## src/rtl/uart_chip_responder.sv

```systemverilog
// Board-edge stand-in for the parallel-strobe UART chip: strobe interface plus 8N1 serial TX/RX.
// Optional even parity (8E1 frames) is built when UART_PARITY_EN is defined.
module uart_chip_responder #(
   parameter int unsigned CLK_FREQ = 11059200,
   parameter int unsigned BAUD     = 115200
) (
   input  logic       clk,
   input  logic       rst_n,
   input  logic       uart_rdn,
   input  logic       uart_wrn,
   input  logic [7:0] uart_wdata,
   output logic [7:0] uart_rdata,
   output logic       uart_rdata_oe,
   output logic       uart_dataready,
   output logic       uart_tbre,
   output logic       uart_tsre,
   input  logic       rxd,
   output logic       txd
);

   localparam int unsigned DIV = CLK_FREQ / BAUD;
   localparam int unsigned CW  = $clog2(DIV);
   localparam logic [CW-1:0] BitLast  = CW'(DIV - 1);
   localparam logic [CW-1:0] HalfLast = CW'(DIV / 2 - 1);

   typedef enum logic [2:0] {
      StIdle,
      StStart,
      StData,
`ifdef UART_PARITY_EN
      StParity,
`endif
      StStop
   } state_e;

   logic [2:0]    rdn_sync_q, rdn_sync_d, wrn_sync_q, wrn_sync_d;
   logic [1:0]    rxd_sync_q, rxd_sync_d;
   logic          rd_evt, wr_evt, rxd_s;

   state_e        tx_state_q, tx_state_d, rx_state_q, rx_state_d;
   logic [CW-1:0] tx_cnt_q, tx_cnt_d, rx_cnt_q, rx_cnt_d;
   logic [2:0]    tx_bit_q, tx_bit_d, rx_bit_q, rx_bit_d;
   logic [7:0]    tx_shift_q, tx_shift_d, rx_shift_q, rx_shift_d;
   logic [7:0]    hold_q, hold_d, rdata_q, rdata_d;
   logic          tbre_q, tbre_d, tsre_q, tsre_d, txd_q, txd_d, dr_q, dr_d;
   logic          tx_tick, rx_tick, tx_load, rx_good;
`ifdef UART_PARITY_EN
   logic          tx_par_q, tx_par_d, rx_par_ok_q, rx_par_ok_d;
`endif

   // Bit [2] of each strobe synchronizer is the previous synced value, used for edge detection.
   always_comb begin
      rdn_sync_d = {rdn_sync_q[1:0], uart_rdn};
      wrn_sync_d = {wrn_sync_q[1:0], uart_wrn};
      rxd_sync_d = {rxd_sync_q[0], rxd};
   end

   assign rd_evt  = rdn_sync_q[1] & ~rdn_sync_q[2];
   assign wr_evt  = ~wrn_sync_q[1] & wrn_sync_q[2];
   assign rxd_s   = rxd_sync_q[1];
   assign tx_tick = (tx_cnt_q == BitLast);
   assign rx_tick = (rx_cnt_q == BitLast);

   always_comb begin : tx_next
      tx_state_d = tx_state_q;
      tx_cnt_d   = (tx_state_q == StIdle || tx_tick) ? '0 : tx_cnt_q + 1'b1;
      tx_bit_d   = tx_bit_q;
      tx_shift_d = tx_shift_q;
      hold_d     = hold_q;
      tbre_d     = tbre_q;
      tsre_d     = tsre_q;
      txd_d      = txd_q;
      tx_load    = 1'b0;
`ifdef UART_PARITY_EN
      tx_par_d   = tx_par_q;
`endif
      if (wr_evt && tbre_q) begin
         hold_d = uart_wdata;
         tbre_d = 1'b0;
      end
      unique case (tx_state_q)
         StIdle: begin
            txd_d   = 1'b1;
            tx_load = ~tbre_q;
         end
         StStart: if (tx_tick) begin
            tx_state_d = StData;
            txd_d      = tx_shift_q[0];
         end
         StData: if (tx_tick) begin
            if (tx_bit_q == 3'd7) begin
`ifdef UART_PARITY_EN
               tx_state_d = StParity;
               txd_d      = tx_par_q;
`else
               tx_state_d = StStop;
               txd_d      = 1'b1;
`endif
            end else begin
               tx_bit_d   = tx_bit_q + 3'd1;
               tx_shift_d = {1'b0, tx_shift_q[7:1]};
               txd_d      = tx_shift_q[1];
            end
         end
`ifdef UART_PARITY_EN
         StParity: if (tx_tick) begin
            tx_state_d = StStop;
            txd_d      = 1'b1;
         end
`endif
         StStop: if (tx_tick) begin
            // A waiting byte starts its frame with no idle gap.
            if (!tbre_q) begin
               tx_load = 1'b1;
            end else begin
               tx_state_d = StIdle;
               tsre_d     = 1'b1;
               txd_d      = 1'b1;
            end
         end
         default: tx_state_d = StIdle;
      endcase
      if (tx_load) begin
         tx_shift_d = hold_q;
         tbre_d     = 1'b1;
         tsre_d     = 1'b0;
         tx_state_d = StStart;
         tx_cnt_d   = '0;
         tx_bit_d   = '0;
         txd_d      = 1'b0;
`ifdef UART_PARITY_EN
         tx_par_d   = ^hold_q;
`endif
      end
   end

   always_comb begin : rx_next
      rx_state_d = rx_state_q;
      rx_cnt_d   = (rx_state_q == StIdle || rx_tick) ? '0 : rx_cnt_q + 1'b1;
      rx_bit_d   = rx_bit_q;
      rx_shift_d = rx_shift_q;
      rx_good    = 1'b0;
`ifdef UART_PARITY_EN
      rx_par_ok_d = rx_par_ok_q;
`endif
      unique case (rx_state_q)
         StIdle: if (!rxd_s) rx_state_d = StStart;
         StStart: if (rx_cnt_q == HalfLast) begin
            // Mid start bit: a line already back high was a glitch.
            rx_cnt_d   = '0;
            rx_bit_d   = '0;
            rx_state_d = rxd_s ? StIdle : StData;
         end
         StData: if (rx_tick) begin
            rx_shift_d = {rxd_s, rx_shift_q[7:1]};
            if (rx_bit_q == 3'd7) begin
`ifdef UART_PARITY_EN
               rx_state_d = StParity;
`else
               rx_state_d = StStop;
`endif
            end else begin
               rx_bit_d = rx_bit_q + 3'd1;
            end
         end
`ifdef UART_PARITY_EN
         StParity: if (rx_tick) begin
            rx_par_ok_d = (rxd_s == ^rx_shift_q);
            rx_state_d  = StStop;
         end
`endif
         StStop: if (rx_tick) begin
            rx_state_d = StIdle;
`ifdef UART_PARITY_EN
            rx_good    = rxd_s & rx_par_ok_q;
`else
            rx_good    = rxd_s;
`endif
         end
         default: rx_state_d = StIdle;
      endcase
      // The read clear is applied before the new byte is considered.
      dr_d    = dr_q & ~rd_evt;
      rdata_d = rdata_q;
      if (rx_good && !dr_d) begin
         rdata_d = rx_shift_q;
         dr_d    = 1'b1;
      end
   end

   always_ff @(posedge clk or negedge rst_n) begin
      if (!rst_n) begin
         rdn_sync_q  <= '1;
         wrn_sync_q  <= '1;
         rxd_sync_q  <= '1;
         tx_state_q  <= StIdle;
         rx_state_q  <= StIdle;
         tx_cnt_q    <= '0;
         rx_cnt_q    <= '0;
         tx_bit_q    <= '0;
         rx_bit_q    <= '0;
         tx_shift_q  <= '0;
         rx_shift_q  <= '0;
         hold_q      <= '0;
         rdata_q     <= '0;
         tbre_q      <= 1'b1;
         tsre_q      <= 1'b1;
         txd_q       <= 1'b1;
         dr_q        <= 1'b0;
`ifdef UART_PARITY_EN
         tx_par_q    <= 1'b0;
         rx_par_ok_q <= 1'b0;
`endif
      end else begin
         rdn_sync_q  <= rdn_sync_d;
         wrn_sync_q  <= wrn_sync_d;
         rxd_sync_q  <= rxd_sync_d;
         tx_state_q  <= tx_state_d;
         rx_state_q  <= rx_state_d;
         tx_cnt_q    <= tx_cnt_d;
         rx_cnt_q    <= rx_cnt_d;
         tx_bit_q    <= tx_bit_d;
         rx_bit_q    <= rx_bit_d;
         tx_shift_q  <= tx_shift_d;
         rx_shift_q  <= rx_shift_d;
         hold_q      <= hold_d;
         rdata_q     <= rdata_d;
         tbre_q      <= tbre_d;
         tsre_q      <= tsre_d;
         txd_q       <= txd_d;
         dr_q        <= dr_d;
`ifdef UART_PARITY_EN
         tx_par_q    <= tx_par_d;
         rx_par_ok_q <= rx_par_ok_d;
`endif
      end
   end

   assign uart_rdata     = rdata_q;
   assign uart_rdata_oe  = ~uart_rdn;
   assign uart_dataready = dr_q;
   assign uart_tbre      = tbre_q;
   assign uart_tsre      = tsre_q;
   assign txd            = txd_q;

endmodule

```

## config.mk

```make
export PLATFORM = sky130hd
export DESIGN_NAME = uart_chip_responder
export DESIGN_NICKNAME = d
export VERILOG_FILES = /design/src/rtl/uart_chip_responder.sv
export SDC_FILE = /design/constraint.sdc
export NUM_CORES = 1
export LEC_CHECK = 0
export ABC_CLOCK_PERIOD_IN_PS = 4600
export BUFFER_PORTS_ARGS = -buffer_cell sky130_fd_sc_hd__buf_2
export CAP_MARGIN = 20
export CORE_AREA = 2 2 75 91
export CTS_CLUSTER_SIZE = 16
export DETAILED_ROUTE_END_ITERATION = 16
export DIE_AREA = 0 0 77 93
export HOLD_SLACK_MARGIN = 0.05
export PLACE_DENSITY = 0.67
export REMOVE_ABC_BUFFERS = 1
export SYNTH_ARGS = -nofsm -noshare
export SYNTH_HDL_FRONTEND = slang
export SYNTH_SLANG_ARGS = --single-unit
export TNS_END_PERCENT = 10
```

## constraint.sdc

```tcl
create_clock -name clk -period 4.6 [get_ports clk]
set_input_delay 0.46 -clock clk [delete_from_list [all_inputs] [get_ports clk]]
set_output_delay 0.46 -clock clk [all_outputs]
set_load 0.02 [all_outputs]
```

======== After elaboration in Yosys (flattened, before gate mapping) ========
Index checks and enable logic that the tools add are counted.
storage, ports and cells
  memories ................................ 0
  logic and storage cells ................. 122
  bits in writable memories ............... 0
  output and inout port bits .............. 13
  bits in latches ......................... 0
  register bits after elaboration ......... 70
  memory bits (read-only) ................. 0
  input bits .............................. 13
cells by class
  reduce and logical (&&, ||, !) cells .... 21
  $add $sub $neg .......................... 4
  multiply operators ...................... 0
  bitwise logic cells ..................... 8
  multiplexer cells ....................... 48
  divide/modulo/power cells ............... 0
  equality and inequality tests ........... 24
  shift operators ......................... 0
  order comparisons ....................... 0
operators by type and width
  kind                                                             number
  3-bit two-way mux                                                18
  7-bit two-way mux                                                5
  8-bit two-way mux                                                4
  3-bit case mux with 4 select lines                               2
  2-bit inequality test, second input constant                     8
  1-bit two-way mux                                                15
  3-bit inequality test, second input constant                     5
  7-bit by 1-bit adder with 7-bit output, second input constant    2
  7-bit == test, second input constant                             2
  3-bit by 2-bit == test with 1-bit output, second input constant  4
  2-bit nonzero test                                               6
  5-bit AND reduction                                              2
  7-bit by 6-bit == test with 1-bit output, second input constant  1
  3-bit by 1-bit adder with 3-bit output, second input constant    2
  3-bit by 1-bit == test with 1-bit output, second input constant  2
  3-bit == test, second input constant                             2
  3-bit zero test                                                  2
  3-bit case mux with 2 select lines                               1
  3-bit AND reduction                                              2
  6-bit AND reduction                                              1
  1-bit NOT                                                        5
  5-bit nonzero test                                               1
  1-bit case mux with 4 select lines                               1
  4-bit AND reduction                                              1
  7 further kinds                                                  11

======== Longest topological paths before layout ========
  depth in word-level cells ............... 7
  gate-level depth with buffers ........... 7
  gate-level depth less buffers ........... 6

======== Worst setup path after synthesis ========
Ideal clock, no wire load.
  path type ............................... reg-to-reg
  start point ............................. register tx_bit_q[0]
  end point ............................... register tx_shift_q[1]
  clock period less this slack ............ 2008 ps
  setup time .............................. 125 ps
  data arrival time ....................... 1884 ps
  stages on the path, launching flop included .. 8
  required time ........................... 4475 ps
  setup slack ............................. 2592 ps
  buffers on the path ..................... 1
  cells stage by stage .................... dfrtp_1 -> ha_1 -> ha_1 -> nand2b_1 -> nor3_1 -> buf_4 -> mux2_2 -> mux2_2
on the way
  cells in the longest elaborated chain, start to end .. 3
ends and longest elaborated chain
  element                                 line  source
  start: declaration                      42    logic [2:0] tx_bit_q, tx_bit_d, rx_bit_q, rx_bit_d;
  start signal: assignment                222   tx_bit_q <= tx_bit_d;
  3-bit == test                           91    if (tx_bit_q == 3'd7) begin
  2-bit inequality test (no source line)  --
  3-bit AND reduction (no source line)    --
  end signal: assignment                  224   tx_shift_q <= tx_shift_d;
  end: declaration                        43    logic [7:0] tx_shift_q, tx_shift_d, rx_shift_q, rx_shift_d;
Every way passes these cells.
A chain may end at the register's enable or synchronous reset.

======== Worst setup path after layout ========
  start point ............................. register tx_state_q[0]
  end point ............................... register tx_shift_q[1]
on the way
  cells in the longest elaborated chain, start to end .. 4
  elaborated cells on any way between the ends .. 9
  those cells by class .................... eq/ne (3); mux (2); reduce/logical (4)
ends and longest elaborated chain
  element                                                                       line  source
  start: declaration                                                            40    state_e tx_state_q, tx_state_d, rx_state_q, rx_state_d;
  start signal: assignment                                                      196   tx_state_q <= StIdle;
  start signal: assignment                                                      218   tx_state_q <= tx_state_d;
  3-bit by 2-bit == test with 1-bit output or 3-bit zero test (tied branches)   81    unique case (tx_state_q)
  1-bit case mux with 2 select lines                                            81
  2-bit inequality test (no source line) or 2-bit nonzero test (tied branches)  --
  3-bit AND reduction (no source line)                                          --
Several ways; a longest one is shown, not always the timed one.

==> results.md <==
* Crit-path cells: inv_1 -> ha_1 -> or2_2 -> nor2_1 -> mux2_2
* Post-route cell area at 3440 sq um
* Min-Delay Path Class: in2reg
* CP Class: reg2reg
* Top post-synthesis cells by area: dfrtp_1 (47%), mux2_2 (15%), dfstp_2 (9.5%)
* Clock transition at path regs at 0.07 ns
* Final hold violation count at 0
* DP Area at 3230 sq um
* Post-CTS Hold Buffers at 1
* Clock Tree Buf Depth at 2
* Asr flop ratio synth at 1.00
* First-pass GRT wire length at 8.43 mm
* CTS tree: yes
* FF-to-FF Start: tx_state_q[0]
* Worst Hold Path EP: wrn_sync_q[0]
* Post-Route WL at 4.90 mm
* Worst hold start: uart_wrn
* CP required at 4.82 ns
* Largest net degree at the start of global routing at 57
* Yosys top cell area share at 0.470
* Final TNS setup at 0 ns
* # clock sinks at 68
* Worst hold slack at 0.213 ns
* Placed Instances at 340
* Post-CTS resize count at 0
* Post-synth EDFFs at 0
* Least-Margin Pin Slew at 0.933 ns
* Number of setup violations in the final report at 0
* Final core occ at 0.543
* Syn Area/Cell at 12.9 sq um
* P_leak at 1.59 nW
* Synthesized area at 3040 sq um
* Worst-Skew Late Latency at 0.34 ns
* Number of port buffers at 25
* PD cells at 333 nW/um^2
* Worst R2R Setup Slack at 2.14 ns
* Max_cap viols at 0
* Clk_skew at 0.00808 ns
* Vias in the first global route at 1,887
* Post-route setup slack at 2.14 ns
* RePlAce Congestion at 0.820
* CTS Root Cell: clkbuf_8
* Fmax achieved at 406 MHz
* Total GRT Usage at 0.152
* CORE AREA at 6330 sq um
* Setup crit start kind: flop
* Minimum clock period at 2.46 ns
* Overall Power at 1.14 mW
* Synth warn at 0
* Peak VDD IR at 0.000289 V
* Detailed-route DRC error count at 0
* Reg2reg end: tx_shift_q[1]
* Post-Layout Cell Count at 357
* Inserted Diodes at 0
* Max FO, Critical Path at 12
* Final ANT Viol Nets at 0
* # rows at 32
* Via/cell ratio at 5.24
* Boundary pin count at 26
* Initial antenna violation count at 0
* Fin nets at 291
* Initial core utilization at 0.480
* WP data arrival at 2.69 ns
* Worst r2r path cells at 5
* Unique cell type count in the Yosys netlist at 43
* Share of layout cells above drive strength 1 at 0.364
* Die area at 7160 sq um
* Synth Register Bits at 68
* Layout area overhead at 13.2%
* Inserted Clock Buffers at 9
* Critical path's largest stage delay at 0.73 ns
* CTS H-tree lvls at 3
* Via Count at 1,871
* Grt ovf at 0
* Top FF cell, synth: dfrtp_1
* Period utilization at 0.535
* Slowest cell on the critical path: nor2_1
* Sequential fraction of the synthesis area at 0.565
* Max-slew headroom at 0.376
* DR iter-0 viols at 69
* Hold Crit Depth at 1
* Place WS at 2.14 ns
* Crit. End Element: flop
* Cell taking the most area after synthesis: dfrtp_1
* Post-CTS Setup Bufs at 0
* Post-DP HPWL at 3.33 mm
* Cell with the most instances after synthesis: dfrtp_1
* Die Width at 77 um
* Die Ht at 93 um
* Final Max Tran Viols at 0
* Initial DRT Pass Iterations at 6
* Status: completed
* Cell count after synthesis at 236
* Top cells by count, synth: dfrtp_1 (57), mux2_2 (41), nor2_1 (20)
* Wirelength per Cell at 13.7 um
* Unrepaired setup endpoints after global routing: no
[state kept, by name (all words and copies together) (netlist names), 3 cells and up]
| register | cells |
|---|---|
| wrn_sync_q | 3 |
| hold_q | 8 |
| tx_bit_q | 3 |
| tx_cnt_q | 7 |
| rx_shift_q | 8 |
| tx_shift_q | 8 |
| rdn_sync_q | 3 |
| rx_bit_q | 3 |
| rx_cnt_q | 7 |
| uart_rdata | 8 |
[worst max-delay path by stage]
stage | to | slack, ns | start | cells after the start
2_1_floorplan | tx_shift_q[0] | 2.05 | tx_bit_q[0] | 6
3_3_place_gp | tx_shift_q[7] | 2.23 | tx_state_q[0] | 5
3_5_place_dp | tx_shift_q[7] | 2.14 | tx_state_q[0] | 5
4_1_cts | tx_shift_q[1] | 2.10 | tx_state_q[0] | 5
5_1_grt | tx_shift_q[3] | 2.01 | tx_state_q[0] | 5
6_report | tx_shift_q[1] | 2.14 | tx_state_q[0] | 5
[power by group]
part | leakage (nW) | switching, mW | total [mW] | internal (mW)
combinational | 0.643 | 0.0197 | 0.0414 | 0.0217
sequential | 0.858 | 0.0111 | 0.633 | 0.622
clock | 0.0927 | 0.220 | 0.470 | 0.250
[cell usage in the layout (no fill, tap or decap), types with 3 or more instances in the layout]
| cell | netlist | final |
|---|---|---|
| a31oi_1 | 3 | 3 |
| buf_2 | 2 | 25 |
| clkbuf_8 | 0 | 9 |
| dfrtp_1 | 57 | 57 |
| dfstp_2 | 11 | 11 |
| ha_1 | 11 | 11 |
| inv_1 | 11 | 11 |
| mux2_2 | 41 | 41 |
| mux2i_1 | 4 | 4 |
| nand2_1 | 3 | 3 |
| nand2b_1 | 5 | 5 |
| nand3_1 | 6 | 6 |
| nand3b_1 | 3 | 3 |
| nor2_1 | 20 | 20 |
| nor2b_1 | 3 | 3 |
| nor3_1 | 6 | 6 |
| o21ai_0 | 9 | 9 |
| xnor2_1 | 6 | 6 |
| xor2_1 | 3 | 3 |
[layout make-up]
| cell class | instances | area (sq um) |
|---|---|---|
| fill | 589 | 2890 |
| sequential | 68 | 1720 |
| multi-input combinational | 149 | 1230 |
| timing repair buffer | 28 | 150 |
| clock buffer | 10 | 128 |
| tap | 85 | 106 |
| clock inverter | 6 | 63.8 |
| inverter | 11 | 41.3 |
[per-layer routing]
metal / GRT usage / part of all wire / wire [um]
met1: 0.180 / 0.46 / 2240
met4: 0.0952 / 0.031 / 154
met3: 0.0357 / 0.034 / 166
met5: 0 / 0 / 0
met2: 0.249 / 0.48 / 2340
[critical path: cells and delay by family (launching register included)]
kind | cells | cell delay (ns)
simple gates | 2 | 1.06
flops | 1 | 0.43
mux | 1 | 0.42
fa+ha+maj | 1 | 0.36
buf+inv | 1 | 0.09
[kinds of logic (layout without fill, tap and decap cells)]
family                     after synthesis  in the layout  synth area share
adders and majority gates               11             11            0.0453
DFF                                     68             68             0.565
and+or+nand+nor                         59             59             0.114
AOI/OAI and AO/OA                       25             25            0.0552
xor gates and xnor gates                 9              9            0.0260
buffers and inverters                   19             55            0.0293
muxes                                   45             45             0.165
Note: power is estimated with default switching activity, not from simulation.
